**src/rtl/uart_pkg.sv**
```systemverilog
// Shared types and constants for the board UART receive path.
package uart_pkg;

    typedef enum logic [2:0] {
        WAIT_HIGH,
        IDLE,
        START,
        DATA,
        STOP
    } rx_state_t;

    localparam int unsigned SYSCLK_HZ        = 27000000;
    localparam int unsigned BAUD             = 1000000;
    localparam int unsigned CLKS_PER_BIT_DEF = (SYSCLK_HZ + BAUD / 2) / BAUD;
    localparam int unsigned CNT_W            = 9;
    localparam int unsigned IDX_W            = 3;
    localparam int unsigned DATA_W           = 8;

    // Two-of-three vote used when sample filtering is enabled.
    function automatic logic majority3(input logic a, input logic b, input logic c);
        return (a & b) | (a & c) | (b & c);
    endfunction

endpackage

```
**src/rtl/sync_2ff.sv**
```systemverilog
// Two-flop synchroniser for an asynchronous pin; both stages reset to 1 (idle line level).
module sync_2ff (
    input  logic clk,
    input  logic rst_n,
    input  logic i_d,
    output logic o_q
);

    logic r_meta;
    logic r_sync;

    always_ff @(posedge clk or negedge rst_n) begin
        if (!rst_n) begin
            r_meta <= 1'b1;
            r_sync <= 1'b1;
        end else begin
            r_meta <= i_d;
            r_sync <= r_meta;
        end
    end

    assign o_q = r_sync;

endmodule

```
**src/rtl/uart_rx.sv**
```systemverilog
// 8N1 LSB-first UART receiver with mid-bit sampling and framing-error strobe.
// Optional 3-sample majority filter on every bit sample: define UART_RX_MAJORITY_EN.
module uart_rx
    import uart_pkg::*;
#(
    parameter int unsigned CLKS_PER_BIT = CLKS_PER_BIT_DEF,
    parameter int unsigned HALF_BIT     = CLKS_PER_BIT / 2
) (
    input  logic              clk,
    input  logic              rst_n,
    input  logic              rx,
    output logic [DATA_W-1:0] rx_data,
    output logic              rx_valid,
    output logic              rx_frame_err,
    output logic              rx_bsy
);

    localparam logic [CNT_W-1:0] BIT_END  = CNT_W'(CLKS_PER_BIT - 1);
    localparam logic [CNT_W-1:0] HALF_END = CNT_W'(HALF_BIT - 1);
    localparam logic [IDX_W-1:0] IDX_LAST = IDX_W'(DATA_W - 1);

    logic              w_rx_s;
    logic              w_bit;

    rx_state_t         r_state;
    rx_state_t         w_state_nx;
    logic [CNT_W-1:0]  r_cnt;
    logic [CNT_W-1:0]  w_cnt_nx;
    logic [IDX_W-1:0]  r_idx;
    logic [IDX_W-1:0]  w_idx_nx;
    logic [DATA_W-1:0] r_shreg;
    logic [DATA_W-1:0] w_shreg_nx;
    logic [DATA_W-1:0] r_data;
    logic [DATA_W-1:0] w_data_nx;
    logic              r_valid;
    logic              w_valid_nx;
    logic              r_ferr;
    logic              w_ferr_nx;
    logic              r_bsy;
    logic              w_bsy_nx;

    sync_2ff u_sync (
        .clk   (clk),
        .rst_n (rst_n),
        .i_d   (rx),
        .o_q   (w_rx_s)
    );

`ifdef UART_RX_MAJORITY_EN
    // rx_s at t-1 (bit 0) and t-2 (bit 1); idle level after reset.
    logic [1:0] r_hist;

    always_ff @(posedge clk or negedge rst_n) begin
        if (!rst_n) begin
            r_hist <= 2'b11;
        end else begin
            r_hist <= {r_hist[0], w_rx_s};
        end
    end

    assign w_bit = majority3(w_rx_s, r_hist[0], r_hist[1]);
`else
    assign w_bit = w_rx_s;
`endif

    always_ff @(posedge clk or negedge rst_n) begin
        if (!rst_n) begin
            r_state <= WAIT_HIGH;
            r_cnt   <= '0;
            r_idx   <= '0;
            r_shreg <= '0;
            r_data  <= '0;
            r_valid <= 1'b0;
            r_ferr  <= 1'b0;
            r_bsy   <= 1'b0;
        end else begin
            r_state <= w_state_nx;
            r_cnt   <= w_cnt_nx;
            r_idx   <= w_idx_nx;
            r_shreg <= w_shreg_nx;
            r_data  <= w_data_nx;
            r_valid <= w_valid_nx;
            r_ferr  <= w_ferr_nx;
            r_bsy   <= w_bsy_nx;
        end
    end

    // cnt doubles as the high-run counter in WAIT_HIGH and the bit timer elsewhere.
    always_comb begin
        w_state_nx = r_state;
        w_cnt_nx   = r_cnt;
        w_idx_nx   = r_idx;
        w_shreg_nx = r_shreg;
        w_data_nx  = r_data;
        w_valid_nx = 1'b0;
        w_ferr_nx  = 1'b0;

        case (r_state)
            WAIT_HIGH: begin
                if (!w_rx_s) begin
                    w_cnt_nx = '0;
                end else if (r_cnt == BIT_END) begin
                    w_cnt_nx   = '0;
                    w_state_nx = IDLE;
                end else begin
                    w_cnt_nx = r_cnt + CNT_W'(1);
                end
            end
            IDLE: begin
                w_cnt_nx = '0;
                if (!w_rx_s) begin
                    w_state_nx = START;
                end
            end
            START: begin
                if (r_cnt == HALF_END) begin
                    w_cnt_nx = '0;
                    if (!w_bit) begin
                        w_idx_nx   = '0;
                        w_state_nx = DATA;
                    end else begin
                        w_state_nx = IDLE;
                    end
                end else begin
                    w_cnt_nx = r_cnt + CNT_W'(1);
                end
            end
            DATA: begin
                if (r_cnt == BIT_END) begin
                    w_cnt_nx          = '0;
                    w_shreg_nx[r_idx] = w_bit;
                    w_idx_nx          = r_idx + IDX_W'(1);
                    if (r_idx == IDX_LAST) begin
                        w_state_nx = STOP;
                    end
                end else begin
                    w_cnt_nx = r_cnt + CNT_W'(1);
                end
            end
            STOP: begin
                if (r_cnt == BIT_END) begin
                    w_cnt_nx = '0;
                    if (w_bit) begin
                        w_data_nx  = r_shreg;
                        w_valid_nx = 1'b1;
                        w_state_nx = IDLE;
                    end else begin
                        w_ferr_nx  = 1'b1;
                        w_state_nx = WAIT_HIGH;
                    end
                end else begin
                    w_cnt_nx = r_cnt + CNT_W'(1);
                end
            end
            default: begin
                w_cnt_nx   = '0;
                w_state_nx = WAIT_HIGH;
            end
        endcase

        w_bsy_nx = (w_state_nx == START) || (w_state_nx == DATA) || (w_state_nx == STOP);
    end

    assign rx_data      = r_data;
    assign rx_valid     = r_valid;
    assign rx_frame_err = r_ferr;
    assign rx_bsy       = r_bsy;

endmodule

```
**config.mk**
```make
export PLATFORM = sky130hd
export DESIGN_NAME = uart_rx
export DESIGN_NICKNAME = d
export VERILOG_FILES = /design/src/rtl/uart_pkg.sv /design/src/rtl/sync_2ff.sv /design/src/rtl/uart_rx.sv
export SDC_FILE = /design/constraint.sdc
export NUM_CORES = 1
export LEC_CHECK = 0
export CORE_ASPECT_RATIO = 1.5
export CORE_MARGIN = 4
export CORE_UTILIZATION = 45
export DETAILED_ROUTE_END_ITERATION = 10
export HOLD_SLACK_MARGIN = 0.06
export PLACE_DENSITY_LB_ADDON = 0.1
export SLEW_MARGIN = 20
export SYNTH_ARGS = -nofsm -noshare
export SYNTH_HDL_FRONTEND = slang
export SYNTH_SLANG_ARGS = --single-unit
export TNS_END_PERCENT = 10
```
**constraint.sdc**
```tcl
create_clock -name clk -period 2.6 [get_ports clk]
set_input_delay 0.78 -clock clk [delete_from_list [all_inputs] [get_ports clk]]
set_output_delay 0.78 -clock clk [all_outputs]
set_load 0.05 [all_outputs]
```
; After elaboration in Yosys (flattened, before gate mapping)
; Cells that the tools add are included.
[classes]
n_eq_ne = 13
reduce_logical = 9
addsub = 2
muxes = 27
magnitude_cmp = 2
[op_table]
columns = op, count
row1 = $mux W3, 10
row2 = $mux W9, 3
row3 = $pmux W9 S3, 1
row4 = $pmux W3 S5, 1
row5 = $eq A3 B2 Y1 const B, 4
row6 = $add A9 B1 Y9 const B, 1
row7 = $eq A3 B3 Y1 const B, 3
row8 = $eq A9 B4 Y1 const B, 1
row9 = $eq A9 B5 Y1 const B, 1
row10 = $bwmux W8, 1
row11 = $mux W1, 8
row12 = $ne A2 B2 Y1 const B, 3
row13 = $pmux W3 S2, 1
row14 = $lt A3 B4 Y1 const B, 1
row15 = $reduce_and A4 Y1, 1
row16 = $add A3 B1 Y3 const B, 1
row17 = $demux W1 S3, 1
row18 = $eq A3 B1 Y1 const B, 1
row19 = $ge A3 B1 Y1 const B, 1
row20 = $logic_not A3 Y1, 1
row21 = $reduce_and A3 Y1, 1
row22 = $logic_or A1 B1 Y1, 2
row23 = $mux W2, 1
row24 = $reduce_and A2 Y1, 1
row25 = 3 further kinds, 3
[totals]
elab_cells = 63
out_inout_bits = 11
in_bits = 3
register_bits = 36

; Longest topological paths before layout
; Gate-level depths: netlist of the first run.
[depth]
ltp_word = 7
ltp_mapped = 7
mapped_depth_nobuf = 6

; Cells and area by module
; From an unflattened synthesis of the first run, not the netlist that was laid out.
[hier_totals]
hier_cells = 134
hier_area_um2 = 1655.3
[modules_own_cells]
columns = module, cells_each, seq_area_each_um2, area_each_um2, instances
row1 = uart_rx, 132, 850.8, 1602.8, 1
row2 = sync_2ff, 2, 52.6, 52.6, 1

; Least setup slack after synthesis of the first run
; No wires, ideal clock.
[synth_path]
kind = register to register
from = register r_cnt[6]
to = register r_shreg[3]
period_less_slack_ns = 2.056
setup_ns = 0.128
stages_incl_launch_ff = 7
n_path_buf = 2
arrival_ns = 1.928
path_slack_ns = 0.544
t_required_ns = 2.472
cell_sequence = dfrtp_1 or4_1 buf_2 or2_1 buf_6 nor3_1 mux2_1
[synth_between]
elab_chain_cells = 2
[synth_rtl]
columns = element, line
row1 = "start, declared", uart_rx.sv:27  ; logic [CNT_W-1:0] r_cnt;
row2 = "start signal, assigned", uart_rx.sv:78  ; r_cnt <= w_cnt_nx;
row3 = $eq A9 B5 Y1, uart_rx.sv:129  ; if (r_cnt == BIT_END) begin
row4 = $reduce_and A2 Y1 (no line), n/a
row5 = "end signal, assigned", uart_rx.sv:80  ; r_shreg <= w_shreg_nx;
row6 = "end, declared", uart_rx.sv:31  ; logic [DATA_W-1:0] r_shreg;
; No other way between the ends.
; A chain may end at the register's enable or synchronous reset.

; Worst setup path in the final report of the first run
[layout_path]
from = register r_cnt[6]
to = register r_shreg[5]
; The elaborated chain is that of the path after synthesis.

==> results.tsv, run 1 <==
metric	value	unit
Fin. Hold Viols	0	
core area	3480	sq um
port bufs	13	
buffers plus inverters on the worst setup path	0	
Num CTS Buffers	5	
cell breakdown of the critical path	or4_1, or2_1, nor3_1, mux2_1	
CTS Sinks	36	
max-cap violations	0	
remaining antenna violation count after routing	0	
sequential element share of the synthesized area	0.541	
vias	1144	
Worst VDD drop	0.501	mV
Max Fanout on Critical Path	10	
slowest stage delay, CP	630	ps
HP Class	reg -> reg	
vias in the first global route	1173	
startpoint class of the critical path	register	
Post-Route Setup TNS	0	ps
multi-input logic area	719	sq um
Power Density	576	nW/um^2
crit path time final	2230	ps
pre-CTS WS	383	ps
Hold Buf Count CTS	0	
Yosys warnings	0	
hpwl dp	2.20	mm
antenna cells	0	
die footprint	4770	sq um
# DRC	0	
synthesized flop and latch total	36	
RSZ-0062 raised after global routing	false	
status	completed	
Gate Count Post-Synth	145	
Reg2Reg Depth	4	
first-pass GRT wire length	5.27	mm
Post-synth EDFFs	0	
Hold Path Cell Cnt	0	
CTS root buffer	clkbuf_8	
Fillers	302	
1st-pass router iterations	4	
mapped cell area	1670	sq um
crit share post-route	0.858	
Die Wd	57.7	um
Detailed Route Iter0 Violations	24	
Least-Margin Pin Slew	643	ps
worst-skew pair later-pin latency	280	ps
clock tree buffer depth	2	
post-layout util	0.564	
Netlist cell types	38	
Wirelength per Cell	14.6	um
GPL Wtd Cong	0.846	
Post-CTS Resized	0	
CTS tree	yes	
critical path class	reg -> reg	
Initial Util	0.480	
Worst slew margin	0.567	
Required @ worst endpoint	2770	ps
Mean Syn Cell Area	11.5	sq um
Worst path slowest cell	or4_1	
routed vias/inst	5.58	
final wirelength	3.00	mm
H-Tree Depth	2	
Max Freq	448	MHz
Final nets	170	
final setup fails	0	
Storage cell area	903	sq um
clk slew on worst S/H paths	70	ps
ys flop type	dfrtp_1	
ys async rst share	1.00	
Critical Path Stages	4	
Total GRT Usage	0.146	
Top delay family on crit path	simple AND/OR/NAND/NOR gates	
leakage	0.000922	uW
Slew Limit Fails	0	
worst path arrival time	2400	ps
Syn Nets	153	
Post-CTS Setup Bufs	0	
Chip Height	82.6	um
area delta synth->final	17.5	%
layout cells sized above 1	0.147	
initial antenna violation count	0	
grt total ovfl	0	
largest net degree at the start of global routing	37	
smallest setup slack after layout	370	ps
# rows	26	
Fin Clk Skew	5.48	ps
IO Pins	14	
CP Capture Type	register	
state kept, by name, indices dropped and copies added, names as in the netlist:
register       flops
r_cnt              9
r_shreg            8
rx_data            8
r_idx              3
r_state            3
rx_bsy             1
rx_frame_err       1
rx_valid           1
u_sync.o_q         1
u_sync.r_meta      1
power by group:
| part | switching [uW] | total [uW] | internal, uW |
|---|---|---|---|
| Sequential | 9.89 | 577 | 567 |
| Clock | 186 | 524 | 338 |
| Combinational | 19.2 | 30.0 | 10.8 |
| Total | 215 | 1130 | 916 |
worst paths after layout:
check                         startpoint          to  slack [ps]
max                             r_cnt[6]  r_shreg[5]         370
min                        u_sync.r_meta  u_sync.o_q         360
max reg2reg                     r_cnt[6]  r_shreg[5]         370
min reg2reg                u_sync.r_meta  u_sync.o_q         360
max in group asynchronous          rst_n  u_sync.o_q        1340
min in group asynchronous          rst_n  rx_data[2]         910
layout by cell type (no fill, tap or decap), drive strengths merged:
cell type and n:
a211o 1, a21boi 1, a21oi 4, a22o 3, a31oi 1, and3 3
and4 1, and4b 1, buf 1, bufinv 1, clkbuf 7, clkdlybuf4s50 13
dfrtp 34, dfstp 2, ha 5, inv 6, mux2 16, nand2 5
nand2b 2, nand3 6, nand3b 3, nand4 3, nand4b 1, nor2 11
nor2b 2, nor3 12, nor4 2, o21ai 3, o221ai 1, o31ai 1
o32ai 1, or2 1, or2b 1, or4 1, xnor2 1, xor2 6
logic make-up (layout without fill, tap and decap cells):
family / Yosys count / after routing / share of synthesized area
fa+ha+maj: 5 / 5 / 0.0375
compound gates: 16 / 16 / 0.0682
mux: 16 / 16 / 0.108
buf+inv: 10 / 28 / 0.0277
xor+xnor: 7 / 7 / 0.0367
simple gates: 55 / 55 / 0.181
flops: 36 / 36 / 0.541
final cells by class:
type	count	area share
repair buffers	14	0.0702
multi-input cells	99	0.367
well taps	42	0.0268
clock inverters	1	0.0153
flip-flops and latches	36	0.460
inverters	6	0.0115
clock buffers	7	0.0491
worst register-to-register path: cells and delay by family, from the launching register on:
kind             cells  cell delay, ps
AND/OR/NAND/NOR      3            1330
flip-flops           1             430
multiplexers         1             360
through the flow:
step	cell area, sq um	cells	hold slack (ps)	power, uW
final	1960	205	356	1130
after global routing	1960	205	361	1180
after CTS	1960	205	357	1150
after detailed placement	1840	197	348	619
after global placement	1840	197	346	616
after floorplan	1670	145	345	597
cell usage after synthesis, types with 3 or more instances:
master    count  area [sq um]
ha_1          5          62.6
nor3_1       12          60.1
mux2_1        6          67.6
and3_1        3          18.8
nor2_1       11          41.3
xor2_1        6          52.6
o21ai_0       3          15.0
nand2_1       5          18.8
nand4_1       3          18.8
mux2_2       10           113
nand3b_1      3          22.5
inv_1         6          22.5
a21oi_1       4          20.0
dfrtp_1      34           851
nand3_1       5          25.0
per-layer routing:
metal  up-vias  track usage  part of all wire
met2        31        0.279              0.55
met1       557        0.140              0.38
met5         -            0                 0
met3         7       0.0389             0.039
li1        549            -                 -
met4         0       0.0742             0.025
(Power assumes the default switching activity.)
==> run 2, diff against run 1 <==
clock period = 2.75 ns   (was 2.6 ns; I/O delays follow)
==> results of run 2 <==
Same layout as run 1 (identical final DEF). Status: completed.
Among the figures that moved: setup slack after placement 383 ps -> 533 ps; setup slack after layout 370 ps -> 493 ps; start point of the critical path r_cnt[6] -> rx_data[5]; end point of the critical path r_shreg[5] -> rx_data[5]; register-to-register setup slack 370 ps -> 520 ps; total power 1130 uW -> 1070 uW; worst IR drop on VDD 0.501 mV -> 0.474 mV
==> run 3, diff against run 2 <==
clock period = 1.9 ns   (was 2.75 ns; I/O delays follow)
==> results.tsv, run 3 (synthesis gave the netlist of run 1 again) <==
metric	value	unit
Initial Util	0.480	
core area	3480	sq um
leakage	0.00102	uW
grt total ovfl	0	
Hold Buf Count CTS	0	
Combinational Power Share	0.041	
initial antenna violation count	0	
final setup fails	0	
Fin. Hold Viols	0	
Worst path slowest cell	or4_4	
buffers plus inverters on the worst setup path	0	
CTS Sinks	36	
Worst setup startpoint	r_cnt[6]	
Int Power	1050	uW
port bufs	13	
Detailed Route Iter0 Violations	29	
Critical Path Stages	4	
routed vias/inst	5.51	
Clock power frac	0.374	
first-pass GRT wire length	5.54	mm
commonest non-fill, non-tap cell in the layout	dfrtp_1	
HP Start	u_sync.r_meta	
startpoint class of the critical path	register	
clk slew on worst S/H paths	70	ps
remaining antenna violation count after routing	0	
reg2reg start	r_cnt[6]	
NetSw	285	uW
die footprint	4770	sq um
multi-input logic area	777	sq um
cell breakdown of the critical path	or4_4, or2_2, nor3_2, mux2_1	
Die Wd	57.7	um
Chip Height	82.6	um
Post-Route Setup TNS	0	ps
max-cap violations	0	
layout cells sized above 1	0.341	
worst path arrival time	2050	ps
Slew Limit Fails	0	
Worst slew margin	0.710	
area delta synth->final	24.7	%
RSZ-0062 raised after global routing	true	
# DRC	0	
Max Fanout on Critical Path	5	
clock tree buffer depth	2	
Total GRT Usage	0.155	
GPL Wtd Cong	0.886	
IO Pins	14	
Least-Margin Pin Slew	432	ps
crit path time final	1880	ps
worst-skew pair later-pin latency	280	ps
crit share post-route	0.990	
antenna cells	0	
Power Density	643	nW/um^2
Required @ worst endpoint	2070	ps
Storage cell area	903	sq um
vias in the first global route	1283	
CTS root buffer	clkbuf_8	
Wirelength per Cell	14.6	um
Flop pwr share	0.585	
Fin Clk Skew	9.01	ps
# rows	26	
status	completed	
CTS tree	yes	
HP Class	reg -> reg	
Num CTS Buffers	5	
Top delay family on crit path	simple AND/OR/NAND/NOR gates	
Hold Path Cell Cnt	0	
Reg2Reg Depth	4	
Final nets	189	
Worst VDD drop	0.550	mV
Switching Share	0.213	
1st-pass router iterations	4	
largest net degree at the start of global routing	20	
CP Capture Type	register	
Fillers	285	
critical path class	reg -> reg	
hpwl dp	2.44	mm
vias	1235	
total power	1340	uW
Top reg by flops	r_cnt	
final wirelength	3.28	mm
Largest register FFs	9	
most frequent cells in the layout	dfrtp_1 (34), buf_4 (30), nor2_1 (10), mux2_2 (10), nor3_2 (7)	
Max Freq	531	MHz
slowest stage delay, CP	580	ps
H-Tree Depth	2	
## run 3: cell types whose count changed in the layout (fill, tap and decap cells not counted), sizes merged
cell / before / now
or2: 1 / 2
clkinv: 0 / 1
buf: 1 / 30
bufinv: 1 / 0
clkdlybuf4s50: 13 / 2
## run 3: final cells by class
cell class / count / share of cell area
Sequential cell: 36 / 0.434
Inverter: 6 / 0.0108
Clock buffer: 7 / 0.0367
Clock inverter: 1 / 0.00240
Multi-Input combinational cell: 100 / 0.373
Timing Repair Buffer: 32 / 0.118
Tap cell: 42 / 0.0252
## run 3: routing by layer
metal | up-vias | GRT usage | share of wire
met3 | 7 | 0.0358 | 0.035
met4 | 0 | 0.0905 | 0.025
met5 | - | 0 | 0
li1 | 590 | - | -
met2 | 22 | 0.288 | 0.57
met1 | 616 | 0.155 | 0.37
## run 3: path summary, 6_finish.rpt
path / endpoint / slack (ps)
worst max register to register: r_shreg[6] / 20
max in group asynchronous: u_sync.r_meta / 1000
worst min register to register: u_sync.o_q / 360
min in group asynchronous: rx_valid / 640
worst min-delay path: u_sync.o_q / 360
worst max-delay path: r_shreg[6] / 20
## run 3: stage by stage
stage | hold slack, ps | utilization | std cells | cell area, sq um | setup WS [ps]
floorplan | 274 | - | 145 | 1700 | -40.2
global placement | 346 | 0.565 | 214 | 1970 | -34.0
detailed placement | 347 | 0.565 | 214 | 1970 | -94.1
CTS | 357 | 0.589 | 222 | 2050 | -16.0
global route | 359 | 0.598 | 224 | 2080 | -24.9
finish | 356 | 0.598 | 224 | 2080 | 18.3
## run 3: worst reg2reg max path: stages, from the launching register on
cell and delay (ps):
dfrtp_1 390, or4_4 580, or2_2 370, nor3_2 120, mux2_1 320
## run 3: repair_timing
action,CTS,global route
pin swaps,0,2
endpoints found under the hold margin,0,0
buffers inserted,0,1
setup endpoints to repair,14,17
gates resized for setup,1,4
cloned,0,1
## run 3: power groups by stage
stage | clock network, uW | registers, uW | logic, uW
4_1_cts | 518 | 783 | 57.0
3_5_place_dp | 0 | 797 | 56.6
2_1_floorplan | 0 | 798 | 18.8
5_1_grt | 559 | 784 | 64.4
3_3_place_gp | 0 | 797 | 55.8
6_report | 501 | 783 | 54.9
